File: config.mk
export PLATFORM = sky130hd
export DESIGN_NAME = vga_timing
export DESIGN_NICKNAME = d
export VERILOG_FILES = /design/src/rtl/vga_pkg.sv /design/src/rtl/pix_tick_gen.sv /design/src/rtl/vga_timing.sv
export SDC_FILE = /design/constraint.sdc
export NUM_CORES = 1
export LEC_CHECK = 0
export CAP_MARGIN = 30
export CORE_ASPECT_RATIO = 1.5
export CORE_MARGIN = 2
export CORE_UTILIZATION = 49
export DETAILED_ROUTE_END_ITERATION = 8
export GPL_ROUTABILITY_DRIVEN = 0
export PLACE_DENSITY = 0.76
export SKIP_CTS_REPAIR_TIMING = 1
export SYNTH_ARGS = -nofsm -noshare
export SYNTH_HDL_FRONTEND = slang
export SYNTH_HIERARCHICAL = 1
export SYNTH_SLANG_ARGS = --single-unit
File: constraint.sdc
create_clock -name clk -period 2.15 [get_ports clk]
set_input_delay 0.43 -clock clk [delete_from_list [all_inputs] [get_ports clk]]
set_output_delay 0.43 -clock clk [all_outputs]
set_load 0.01 [all_outputs]
File: src/rtl/vga_pkg.sv
// Shared 640x480@60 VGA timing constants, used by the timing generator and
// the downstream colour stage.
package vga_pkg;
   localparam int POS_W      = 10;
   localparam int H_TOTAL    = 800;
   localparam int H_VIS      = 640;
   localparam int H_SYNC_BEG = 656;
   localparam int H_SYNC_END = 751;
   localparam int V_TOTAL    = 525;
   localparam int V_VIS      = 480;
   localparam int V_SYNC_BEG = 490;
   localparam int V_SYNC_END = 491;

   typedef logic [POS_W-1:0] pos_t;

   typedef struct packed {
      logic hsync;
      logic vsync;
      logic visible;
      logic frame_start;
   } vga_ctl_t;

   // Inclusive window test on a counter value.
   function automatic logic in_win(input pos_t p, input int lo, input int hi);
      return (int'(p) >= lo) && (int'(p) <= hi);
   endfunction
endpackage

File: src/rtl/pix_tick_gen.sv
// Pixel-rate strobe: divides clk by CLK_DIV and emits a registered one-clk tick.
module pix_tick_gen #(
   parameter int CLK_DIV = 2
) (
   input  logic clk,
   input  logic rst_n,
   output logic pix_tick
);
   localparam int DW = (CLK_DIV > 1) ? $clog2(CLK_DIV) : 1;
   localparam logic [DW-1:0] LAST = DW'(CLK_DIV - 1);

   logic [DW-1:0] r_div;
   logic [DW-1:0] w_div_nxt;
   logic          r_tick;

   assign w_div_nxt = (r_div == LAST) ? '0 : r_div + 1'b1;

   // Tick is registered from the next divider value so it is high exactly
   // while the divider sits at CLK_DIV-1, and low throughout reset.
   always_ff @(posedge clk or negedge rst_n) begin
      if (!rst_n) begin
         r_div  <= '0;
         r_tick <= 1'b0;
      end else begin
         r_div  <= w_div_nxt;
         r_tick <= (w_div_nxt == LAST);
      end
   end

   assign pix_tick = r_tick;
endmodule

File: src/rtl/vga_timing.sv
// VGA raster counters with registered sync/visible/frame_start decode.
module vga_timing
   import vga_pkg::*;
#(
   parameter int CLK_DIV   = 2,
   parameter int H_VISIBLE = 640,
   parameter int V_VISIBLE = 480
) (
   input  logic       clk,
   input  logic       rst_n,
   output logic [9:0] hPos,
   output logic [9:0] vPos,
   output logic       hsync,
   output logic       vsync,
   output logic       visible,
   output logic       pix_tick,
   output logic       frame_start
);
   logic     w_tick;
   pos_t     r_hPos, r_vPos;
   pos_t     w_h_nxt, w_v_nxt;
   vga_ctl_t r_ctl, w_ctl_nxt;

   pix_tick_gen #(.CLK_DIV(CLK_DIV)) u_tick (
      .clk      (clk),
      .rst_n    (rst_n),
      .pix_tick (w_tick)
   );

   // Decode is computed on the next position so the registered flags line up
   // with the registered counters.
   always_comb begin
      w_h_nxt = r_hPos + 1'b1;
      w_v_nxt = r_vPos;
      if (r_hPos == pos_t'(H_TOTAL - 1)) begin
         w_h_nxt = '0;
         w_v_nxt = (r_vPos == pos_t'(V_TOTAL - 1)) ? '0 : r_vPos + 1'b1;
      end
      w_ctl_nxt.hsync       = !in_win(w_h_nxt, H_SYNC_BEG, H_SYNC_END);
      w_ctl_nxt.vsync       = !in_win(w_v_nxt, V_SYNC_BEG, V_SYNC_END);
      w_ctl_nxt.visible     = (int'(w_h_nxt) < H_VISIBLE) && (int'(w_v_nxt) < V_VISIBLE);
      w_ctl_nxt.frame_start = (w_h_nxt == '0) && (w_v_nxt == '0);
   end

   always_ff @(posedge clk or negedge rst_n) begin
      if (!rst_n) begin
         r_hPos <= pos_t'(H_TOTAL - 1);
         r_vPos <= pos_t'(V_TOTAL - 1);
         r_ctl  <= '{hsync: 1'b1, vsync: 1'b1, visible: 1'b0, frame_start: 1'b0};
      end else if (w_tick) begin
         r_hPos <= w_h_nxt;
         r_vPos <= w_v_nxt;
         r_ctl  <= w_ctl_nxt;
      end else begin
         r_ctl.frame_start <= 1'b0;
      end
   end

   assign hPos        = r_hPos;
   assign vPos        = r_vPos;
   assign hsync       = r_ctl.hsync;
   assign vsync       = r_ctl.vsync;
   assign visible     = r_ctl.visible;
   assign frame_start = r_ctl.frame_start;
   assign pix_tick    = w_tick;
endmodule
* After elaboration in Yosys (flattened, before gate mapping)
Cells that the tools add are included.
** Operators by class
- Equal/unequal tests :: 2
- Muxes and demuxes :: 5
- Reduce and logical (&&, ||, !) cells :: 8
- Add/sub/neg operators :: 3
- Magnitude comparators :: 6
** Operator list (number)
- $mux W10 :: 3
- $add A10 B1 Y10 const B :: 2
- $eq A10 B10 Y1 const B :: 2
- $logic_not A10 Y1 :: 2
- $ge A10 B10 Y1 const B :: 1
- $ge A10 B9 Y1 const B :: 1
- $le A10 B10 Y1 const B :: 1
- $le A10 B9 Y1 const B :: 1
- $lt A10 B10 Y1 const B :: 1
- $lt A10 B9 Y1 const B :: 1
- $logic_and A1 B1 Y1 :: 4
- $logic_not A1 Y1 :: 2
- $mux W1 :: 2
- $add A1 B1 Y1 const B :: 1
** Storage, ports and cells
- Bits in registers :: 25
- Output and inout bits :: 25

* Longest topological paths before layout
- Word-level depth :: 6
- Mapped depth :: 9

* By module
The synthesis kept the hierarchy.
** By module, submodules not included
- vga_timing :: area an instance 1783.0 µm², cells an instance 205, times used 1
- pix_tick_gen :: area an instance 28.8 µm², cells an instance 2, times used 1

* Worst setup path after synthesis
OpenSTA, ideal clock, no wires.
- Path type :: register to register
- Start :: register r_hPos[1] (netlist: hPos[1])
- End :: register, netlist name frame_start
- Arrival :: 2257 ps
- Path buffers :: 1
- Slack :: -202 ps
- Required time :: 2054 ps
- Stages on the path, launching flop included :: 9
- Library setup time :: 96 ps
- Path through :: dfstp_2 -> ha_1 -> and4_1 -> buf_2 -> nand3_2 -> o21a_1 -> a2111oi_4 -> nand4b_1 -> nor4_2
** On the way
- Longest elaborated chain between the ends :: 5
- Elaborated cells on any way between the ends :: 8
- Classes of those cells :: add/sub: 1; eq/ne: 1; mux: 3; reduce/logical: 3
** Ends and longest elaborated chain
- start: declaration :: line vga_timing.sv:20 : pos_t r_hPos, r_vPos;
- start signal: assignment :: line vga_timing.sv:47 : r_hPos <= pos_t'(H_TOTAL - 1);
- start signal: assignment :: line vga_timing.sv:51 : r_hPos <= w_h_nxt;
- $add A10 B1 Y10 / $eq A10 B10 Y1 (equally long branches) :: line vga_timing.sv:33, vga_timing.sv:35
- $mux W10 :: line vga_timing.sv:35 : if (r_hPos == pos_t'(H_TOTAL - 1)) begin
- $logic_not A10 Y1 :: line vga_timing.sv:42 : w_ctl_nxt.frame_start = (w_h_nxt == '0) && (w_v_nxt == '0);
- $logic_and A1 B1 Y1 (*) :: line vga_timing.sv:42
- $mux W1 (*) :: line vga_timing.sv:50 : end else if (w_tick) begin
Mark *: on every way between the ends. The rest lies on a longest branch, timed or not.
A chain may end at the register's enable or synchronous reset.

* Worst setup path after layout
- Start :: register r_hPos[1] (netlist: hPos[1])
- End :: register, netlist name frame_start
** On the way
- Longest elaborated chain between the ends :: 5
- Elaborated cells on any way between the ends :: 8
- Classes of those cells :: add/sub: 1; eq/ne: 1; mux: 3; reduce/logical: 3
** Ends and longest elaborated chain (line)
- $add A10 B1 Y10 / $eq A10 B10 Y1 (equally long branches) :: vga_timing.sv:33, vga_timing.sv:35
- $mux W10 :: vga_timing.sv:35
- $logic_not A10 Y1 :: vga_timing.sv:42
- $logic_and A1 B1 Y1 (*) :: vga_timing.sv:42
- $mux W1 (*) :: vga_timing.sv:50
Marked as above.

==> impl_metrics.py <==
metrics = {
    "detailed_routing": {
        "wl_per_cell_um": 15.3,
        "firstDrtPassIters": 4,
        "drc": 0,
        "wirelength_um": 4540,
        "final_antenna_net_count": 0,
        "drt-initial-drc-count": 47,
        "vias": 1730,
        "vias_per_cell": 5.82,
    },
    "floorplanning": {
        "rows": 27,
        "die_area_mm2": 0.00421,
        "die_x_um": 53.7,
        "die_y_um": 78.5,
        "ioPinCount": 27,
        "start_util_pct": 50.1,
        "core_mm2": 0.00361,
    },
    "final_layout": {
        "nets": 262,
        "multiInputGateArea_mm2": 0.00109,
        "seq_area_um2": 641,
        "layout-drive-gt1-share_pct": 26.8,
        "area_growth_syn_to_layout_pct": 30.9,
        "antenna_cells": 0,
        "fill_cells": 314,
    },
    "synth": {
        "syn-cell-area_mm2": 0.00181,
        "ys_seq_elements": 25,
        "synth_top_area_cell": "dfrtp_1",
        "yosys.cell_count.top_type": "nand2_1",
        "yosys-top-cells-area": "dfrtp_1, dfstp_2, xnor2_1",
        "ys.flop_type": "dfrtp_1",
        "synth_top_area_share_pct": 18.0,
        "avgSynthCellArea_um2": 8.75,
        "synth_edf_count": 0,
        "synthArstFlopShare_pct": 100,
        "ys_types": 50,
        "ys_seq_area_share_pct": 35.4,
        "ys_top_cells_by_count": "nand2_1, o21ai_0, a21oi_1, dfrtp_1, xnor2_1",
        "syn_nets": 214,
        "postSynthCellCount": 207,
        "ys_warn_count": 6,
    },
    "setup_path": {
        "rr_startpoint": "hPos[1]",
        "path_delay_family": "simple AND/OR/NAND/NOR gates",
        "cp.arrival_ps": 2360,
        "end_kind": "flop",
        "max_stage_delay_ps": 570,
        "r2r-end": "frame_start",
        "crit_path_max_fanout": 7,
        "critPathRequiredTime_ps": 2330,
        "r2r_slack_ps": -30,
        "path_class": "flop to flop",
        "reg2reg_depth": 8,
        "critPathBufInv": 1,
        "path_cells": "ha_4, nand4_1, nor3_4, buf_6, nand2_4, a2111oi_4, nand4b_1, nor4_2",
        "crit_path_start_kind": "flop",
        "crit_slowest_cell": "dfstp_2",
    },
    "timing": {
        "min_period_ps": 2180,
        "post-route-period-util_pct": 101,
        "rsz0062_at_grt": "yes",
        "slew_headroom_pct": 76.7,
        "tns_ps": -43.0,
        "hold_viol_final": 0,
        "report.final.slew_viol_count": 0,
        "setup_viol": 2,
        "holdWs_ps": 489,
        "worst_pin_slew_ps": 349,
        "final.setup.worst_slack_ps": -27.2,
        "timing.fmax_ghz": 0.459,
        "fin_skew_ps": 2.54,
    },
    "place": {
        "preCtsSetupSlack_ps": -98.3,
        "io_buffers": 26,
        "dp_hpwl_um": 3420,
    },
    "global_routing": {
        "grt_first_pass_wirelength_um": 7420,
        "grt_start_max_net_pins": 26,
        "antenna_found_initial": 0,
        "track_usage_pct": 24.0,
        "grt_overflow": 0,
        "grt_pass1_vias": 1555,
    },
    "worst_hold_path": {
        "hold-path-endpoint": "hsync",
        "min_path_cells": 2,
        "holdCritPathClass": "flop to flop",
        "hold_start": "hsync",
    },
    "clock_tree": {
        "cts_buffers": 3,
        "clkLatencyLatePin_ps": 270,
        "clkSinkCount": 25,
        "cts_tree": "built",
        "clk_path_buf_depth": 2,
        "path_clk_slew_ps": 80,
        "h-tree-depth": 1,
        "root_buffer": "clkbuf_8",
    },
    "status": {
        "status": "complete, but fails checks",
        "failed_checks": "negative setup slack",
    },
    "power_and_ir_drop": {
        "power.density_mw_per_mm2": 322,
        "ir_drop_mv": 0.431,
        "power_leakage_nw": 1.01,
    },
    "flow_run": {
        "drv_cap": 0,
    },
}
-- cell families after synthesis --
kind of cell | count (synthesis) | share of synthesized area [%]
buffers and inverters | 24 | 6.56
AND/OR/NAND/NOR | 85 | 27.5
AO/OA/AOI/OAI | 51 | 18.9
XOR/XNOR | 16 | 7.74
multiplexers | 1 | 0.553
flip-flops | 25 | 35.4
adder cells (fa/ha/maj) | 5 | 3.45
-- placed cells by master (no fill, tap or decap), types with 2 or more instances in the layout --
| master | n |
|---|---|
| nand3_1 | 10 |
| inv_1 | 7 |
| nand2b_1 | 2 |
| nor2b_1 | 2 |
| nor3_1 | 3 |
| nor2_1 | 11 |
| dfstp_2 | 12 |
| buf_4 | 33 |
| a31oi_1 | 7 |
| nand4b_1 | 2 |
| and3_1 | 8 |
| nand4_1 | 4 |
| clkdlybuf4s50_1 | 26 |
| o21ai_0 | 15 |
| dfrtp_1 | 13 |
| nor3b_1 | 5 |
| and2_1 | 2 |
| ha_1 | 4 |
| or2_2 | 2 |
| o31ai_1 | 3 |
| nor4b_2 | 2 |
| a21oi_1 | 12 |
| clkbuf_8 | 3 |
| xor2_1 | 3 |
| nand2_1 | 20 |
| and3_2 | 2 |
| xnor2_1 | 13 |
-- report_power, final --
group          internal, mW  leakage [nW]  total, mW  switching (mW)
sequential            0.471         0.297      0.471               0
combinational       0.00279         0.691     0.0119         0.00913
clock                 0.133        0.0228      0.281           0.148
total                 0.607          1.01      0.764           0.157
-- sequential cells by signal, summed over array words and instances (netlist names) --
register / cells
vsync: 1
hPos: 10
hsync: 1
frame_start: 1
vPos: 10
u_tick/r_div: 1
visible: 1
-- through the flow --
step / power, mW / instances / utilization [%] / cell area [µm²]
final: 0.764 / 297 / 65.6 / 2370
after global routing: 0.798 / 297 / 65.6 / 2370
after global placement: 0.492 / 291 / 63.5 / 2300
after detailed placement: 0.492 / 291 / 63.5 / 2300
after floorplan: 0.479 / 207 / - / 1840
after CTS: 0.778 / 295 / 64.8 / 2340
-- per-layer routing --
metal | global-route usage [%] | vias up | part of all wire (%)
met5 | 0 | - | 0
met3 | 3.61 | 9 | 3.5
met4 | 10.5 | 0 | 2.4
li1 | - | 832 | -
met2 | 40.7 | 40 | 55
met1 | 28.9 | 849 | 39
-- layout make-up --
type,count,area share [%]
clock buffer,4,1.90
inverter,7,1.11
multi-input combinational,158,45.8
sequential,25,27.0
tap,43,2.27
timing repair buffer,60,21.9
-- worst reg2reg max path, cell delays in order, from the launching register on --
cell,delay (ps)
dfstp_2,570
ha_4,130
nand4_1,220
nor3_4,280
buf_6,160
nand2_4,60
a2111oi_4,360
nand4b_1,160
nor4_2,150
-- worst max-delay path by stage --
stage | start | endpoint | depth (start not counted) | slack (ps)
after floorplan | hPos[9] | frame_start | 7 | 5
after global placement | hPos[9] | frame_start | 7 | -70
after detailed placement | hPos[9] | frame_start | 7 | -100
after CTS | hPos[9] | frame_start | 7 | -130
after global routing | hPos[1] | frame_start | 8 | -100
final | hPos[1] | frame_start | 8 | -30
(Power assumes the default switching activity.)
